## src/rtl/tx_burst_core.sv

```systemverilog
`timescale 1ns / 1ps
`default_nettype none
// ============================================================================
// Module   : tx_burst_core
// Brief    : FIFO-buffered DAC burst framer: preamble, gain-scaled payload, guard.
// Revision : 1.0
// ============================================================================
module tx_burst_core #(
    parameter int NUMBER_OF_LINE = 8,
    parameter int FIFO_DEPTH     = 16,
    parameter int PREAMBLE_WORDS = 4,
    parameter int GUARD_WORDS    = 2
) (
    input  logic                          clock,
    input  logic                          reset,
    input  logic [16*NUMBER_OF_LINE-1:0]  s_data,
    input  logic                          s_valid,
    input  logic                          s_last,
    output logic                          s_ready,
    input  logic                          start,
    input  logic [7:0]                    gain,
    output logic [16*NUMBER_OF_LINE-1:0]  dac_data,
    output logic                          dac_active,
    output logic                          busy,
    output logic                          underrun
);

    localparam int c_W    = 16 * NUMBER_OF_LINE;
    localparam int c_AW   = $clog2(FIFO_DEPTH);
    localparam int c_CMAX = (PREAMBLE_WORDS > GUARD_WORDS) ? PREAMBLE_WORDS : GUARD_WORDS;
    localparam int c_CW   = $clog2(c_CMAX) + 1;

    typedef enum logic [1:0] {
        S_IDLE     = 2'd0,
        S_PREAMBLE = 2'd1,
        S_PAYLOAD  = 2'd2,
        S_GUARD    = 2'd3
    } state_t;

    state_t            r_state;
    logic [c_CW-1:0]   r_cnt;
    logic [c_W-1:0]    r_dac;
    logic              r_active;
    logic              r_underrun;

    logic [c_W:0]      r_mem [FIFO_DEPTH];
    logic [c_AW-1:0]   r_wr_ptr;
    logic [c_AW-1:0]   r_rd_ptr;
    logic [c_AW:0]     r_count;

    logic              w_ready;
    logic              w_push;
    logic              w_pop;
    logic [c_W:0]      w_head;
    logic [c_W-1:0]    w_scaled;
    logic [c_W-1:0]    w_pre;

    assign w_ready = (r_count != (c_AW+1)'(FIFO_DEPTH));
    assign w_push  = s_valid && w_ready;
    assign w_pop   = (r_state == S_PAYLOAD) && (r_count != '0);
    assign w_head  = r_mem[r_rd_ptr];

    // Per-lane 16s x 8u product, floor-divided by 128, then clamped to int16.
    generate
        for (genvar k = 0; k < NUMBER_OF_LINE; k++) begin : g_lane
            logic signed [24:0] w_prod;
            logic signed [17:0] w_shr;
            assign w_prod = $signed(w_head[16*k +: 16]) * $signed({1'b0, gain});
            assign w_shr  = 18'(w_prod >>> 7);
            assign w_scaled[16*k +: 16] = (w_shr > 18'sd32767)  ? 16'h7FFF :
                                          (w_shr < -18'sd32768) ? 16'h8000 :
                                          w_shr[15:0];
            assign w_pre[16*k +: 16] = ((k % 2) == 0) ? 16'h4000 : 16'hC000;
        end
    endgenerate

    always_ff @(posedge clock) begin
        if (w_push) begin
            r_mem[r_wr_ptr] <= {s_last, s_data};
        end
    end

    always_ff @(posedge clock) begin
        if (reset) begin
            r_wr_ptr <= '0;
            r_rd_ptr <= '0;
            r_count  <= '0;
        end else begin
            if (w_push) r_wr_ptr <= r_wr_ptr + 1'b1;
            if (w_pop)  r_rd_ptr <= r_rd_ptr + 1'b1;
            r_count <= r_count + (c_AW+1)'(w_push) - (c_AW+1)'(w_pop);
        end
    end

    always_ff @(posedge clock) begin
        if (reset) begin
            r_state    <= S_IDLE;
            r_cnt      <= '0;
            r_dac      <= '0;
            r_active   <= 1'b0;
            r_underrun <= 1'b0;
        end else begin
            r_dac    <= '0;
            r_active <= 1'b0;
            case (r_state)
                S_IDLE: begin
                    if (start) begin
                        r_state    <= S_PREAMBLE;
                        r_cnt      <= '0;
                        r_underrun <= 1'b0;
                    end
                end
                S_PREAMBLE: begin
                    r_dac    <= w_pre;
                    r_active <= 1'b1;
                    if (r_cnt == c_CW'(PREAMBLE_WORDS - 1)) begin
                        r_state <= S_PAYLOAD;
                        r_cnt   <= '0;
                    end else begin
                        r_cnt <= r_cnt + 1'b1;
                    end
                end
                S_PAYLOAD: begin
                    if (w_pop) begin
                        r_dac    <= w_scaled;
                        r_active <= 1'b1;
                        if (w_head[c_W]) begin
                            r_state <= S_GUARD;
                            r_cnt   <= '0;
                        end
                    end else begin
                        r_underrun <= 1'b1;
                    end
                end
                S_GUARD: begin
                    if (r_cnt == c_CW'(GUARD_WORDS - 1)) begin
                        r_state <= S_IDLE;
                        r_cnt   <= '0;
                    end else begin
                        r_cnt <= r_cnt + 1'b1;
                    end
                end
                default: r_state <= S_IDLE;
            endcase
        end
    end

    assign s_ready    = w_ready;
    assign dac_data   = r_dac;
    assign dac_active = r_active;
    assign busy       = (r_state != S_IDLE);
    assign underrun   = r_underrun;

endmodule
`default_nettype wire
```

## config.mk

```make
export PLATFORM = sky130hd
export DESIGN_NAME = tx_burst_core
export DESIGN_NICKNAME = d
export VERILOG_FILES = /design/src/rtl/tx_burst_core.sv
export SDC_FILE = /design/constraint.sdc
export NUM_CORES = 2
export LEC_CHECK = 0
export BUFFER_PORTS_ARGS = -buffer_cell sky130_fd_sc_hd__buf_2
export CAP_MARGIN = 20
export CORE_ASPECT_RATIO = 0.8
export CORE_MARGIN = 3
export CORE_UTILIZATION = 55
export CTS_CLUSTER_DIAMETER = 200
export CTS_CLUSTER_SIZE = 10
export DETAILED_ROUTE_END_ITERATION = 12
export GPL_ROUTABILITY_DRIVEN = 0
export PLACE_DENSITY = 0.82
export SYNTH_ARGS = -nofsm -noshare
export SYNTH_HDL_FRONTEND = slang
export SYNTH_SLANG_ARGS = --single-unit
```

## constraint.sdc

```tcl
create_clock -name clock -period 12.01 [get_ports clock]
set_clock_uncertainty 0.05 [all_clocks]
set_input_delay 1.8015 -clock clock [delete_from_list [all_inputs] [get_ports clock]]
set_output_delay 1.8015 -clock clock [all_outputs]
set_load 0.01 [all_outputs]
```

==> metrics <==
htree depth 4; global-route wire length before repair ~480,000 um; crit-path most repeated cell fa_1; f_max between 0.1 and 0.15 GHz; Slowest-stage cell, CP buf_4; Worst-Margin Slew ~1200 ps; final setup TNS 0 ps; Top FF cell, synth edfxtp_1; Post-synth EDFFs roughly 2,100; hold_buf cts 0; synth warn 0; GRT Util Overall 0.297; commonest non-fill, non-tap cell in the layout edfxtp_1; status finished, final reports clean; maximum number of pins on one net before global-route repair between 100 and 150; Routed WL per cell 29.8 um; Non-Filler Instances 10,900; CP delay by family, top adder cells; Synth async-reset ratio 0; critical path type reg -> reg; Period minus WS final slightly below 9000 ps; core footprint 0.213 mm^2; Fin. Hold Viols 0; final net count 9,216; DP Cell Count between 10,000 and 15,000; die width 524 um; Synth cell types 86; critical path launch point type flip-flop; hold_ws 481 ps; chip height around 420 um; CP required approximately 13,000 ps; Cell Area, Placed ~0.12 mm^2; DR DRC count 0; Crit path depth 23; final number of setup-violating endpoints 0; R2R depth 23; crit path cell chain buf_4 > inv_8 > buf_4 > mux4_2 > and2_1 > fa_1 > fa_1 > fa_1 > inv_1 > fa_1 > inv_1 > ha_1 > a21o_1 > a21o_1 > a2111o_1 > a221o_1 > nand2_2 > nor3_2 > a2111oi_4 > xnor2_1 > a21boi_1 > and2_1 > a31o_2; CTS Sinks ~2,200; first-pass iteration count of the detailed router 6; Cells after Synth ~7,600; num ports about 270; min-delay worst type reg -> reg; post-CTS setup buffers 0; via count ~68,000; fin area about 0.13 mm^2; synthesized flop and latch total around 2,200; CTS resizes 0; dpl hpwl 194,000 um; Max Fanout on Critical Path 66; antenna violations before repair 79; most frequent cells in the layout 2,064 x edfxtp_1, 1,116 x inv_1, 809 x fa_1, 620 x mux4_2, 597 x and2_1; via density per instance roughly 6.3; hold path depth 2; Syn Area/Cell between 15 and 20 um^2; # port buffers about 270; grt total ovfl 0; post-synthesis sequential area ratio 0.551; delay of the slowest critical-path stage between 800 and 900 ps; Max Cap Viol 0; row cnt about 150; Die ar. 0.220 mm^2; P&R area growth vs syn 9.81%; RSZ-0062 raised after global routing false; Worst Setup End Kind flip-flop; Slew headroom 0.205; Iteration-0 DRC Markers around 9,100; cts bufs inserted around 240; CTS clk-pin slew, worst paths 70 ps; routed wire length roughly 320,000 um; area of the mapped netlist 0.118 mm^2; CTS Buffer Depth 3; layout cells sized above 1 0.163; CP Buf/Inv Count 5; part of the cycle the worst path needs 0.720; Syn Nets roughly 8,900; CTS tree built; initial cell density of the core 0.556; Slew Limit Fails 0; clk_lat worst skew approximately 900 ps; number of global-route vias before repair 71,000; arrival time worst endpoint approximately 9400 ps; CTS root buf clkbuf_16; Post-DRT Antenna Nets 0
-- routing by layer --
layer,vias to the layer above,global-route usage,part of all wire
met4,20,0.123,0.045
met1,35100,0.396,0.37
met3,792,0.0805,0.12
li1,27400,-,-
met5,-,0,0.00047
met2,4674,0.465,0.47
-- kinds of logic (layout without fill, tap and decap cells) --
| logic type | Yosys count | in the layout | synth area share |
|---|---|---|---|
| other cells | 0 | 55 | 0 |
| compound gates | 516 | 516 | 0.0284 |
| flops | 2216 | 2216 | 0.551 |
| mux | 666 | 666 | 0.123 |
| simple gates | 1369 | 1369 | 0.0596 |
| buf+inv | 1408 | 1828 | 0.0460 |
| fa+ha+maj | 1198 | 1198 | 0.178 |
| xor+xnor | 183 | 183 | 0.0136 |
-- Yosys cell counts, types with 9 or more instances --
| master | instances | area, um^2 |
|---|---|---|
| buf_4 | 9 | 67.6 |
| o21ai_1 | 25 | 125 |
| dfxtp_1 | 152 | 3040 |
| o21a_1 | 18 | 135 |
| edfxtp_1 | 2064 | 62000 |
| nand2b_1 | 19 | 119 |
| o211ai_1 | 10 | 75.1 |
| a211oi_1 | 24 | 180 |
| buf_2 | 19 | 95.1 |
| fa_1 | 809 | 16200 |
| nor3_1 | 20 | 100 |
| xnor2_1 | 116 | 1020 |
| mux2i_1 | 30 | 300 |
| mux4_2 | 620 | 14000 |
| a21o_1 | 76 | 571 |
| and2_1 | 597 | 3730 |
| nor2_1 | 110 | 413 |
| xor2_1 | 67 | 587 |
| buf_1 | 36 | 135 |
| ha_1 | 389 | 4870 |
| nand4_1 | 13 | 81.3 |
| o21ai_0 | 114 | 571 |
| nand2_1 | 494 | 1850 |
| a21oi_1 | 134 | 671 |
| a31oi_1 | 13 | 81.3 |
| and3_1 | 14 | 87.6 |
| inv_1 | 1117 | 4190 |
| nand3_1 | 26 | 130 |
| nor2b_1 | 32 | 200 |
| clkbuf_1 | 215 | 807 |
| mux4_1 | 9 | 236 |
| o21bai_1 | 24 | 180 |
-- area by class of cell --
cell class              count  area, um^2
flip-flops and latches   2216       65000
inverters                1117        4200
repair buffers            371        2320
well taps                2830        3540
clock buffers             325        6300
fillers                 14700       82900
diodes                     55         138
multi-input cells        3932       47800
clock inverters            15         392
-- stage by stage --
| stage | setup slack, ps | utilization |
|---|---|---|
| floorplan | 127 | - |
| finish | 3360 | 0.610 |
| detailed placement | 3240 | 0.578 |
| global route | 2960 | 0.610 |
| global placement | 3460 | 0.578 |
| CTS | 3040 | 0.609 |
-- registers in the layout (all words and copies together), names as in the netlist, named ones only --
| name | cells |
|---|---|
| dac_active | 1 |
| dac_data | 128 |
| r_rd_ptr | 4 |
| r_mem | 2064 |
| r_count | 5 |
| underrun | 1 |
| r_cnt | 3 |
| r_state | 2 |
| r_wr_ptr | 4 |
-- tightest hold or removal path, cell delays in order (launching register included) --
cell      delay (ps)
dfxtp_1          330
nor2_1           100
a211oi_1          50
-- path summary, 6_finish.rpt --
kind                                            start                endpoint  slack (ps)
worst max-delay path                        flip-flop  dac_data[3]$_SDFF_PP0_        3360
worst min register to register  r_cnt[2]$_SDFFE_PP0P_   r_cnt[2]$_SDFFE_PP0P_         480
worst max register to register              flip-flop  dac_data[3]$_SDFF_PP0_        3360
worst min-delay path            r_cnt[2]$_SDFFE_PP0P_   r_cnt[2]$_SDFFE_PP0P_         480
Power is not shown: default switching activity piles up to over one toggle a cycle in this logic, so the estimate is an artifact.
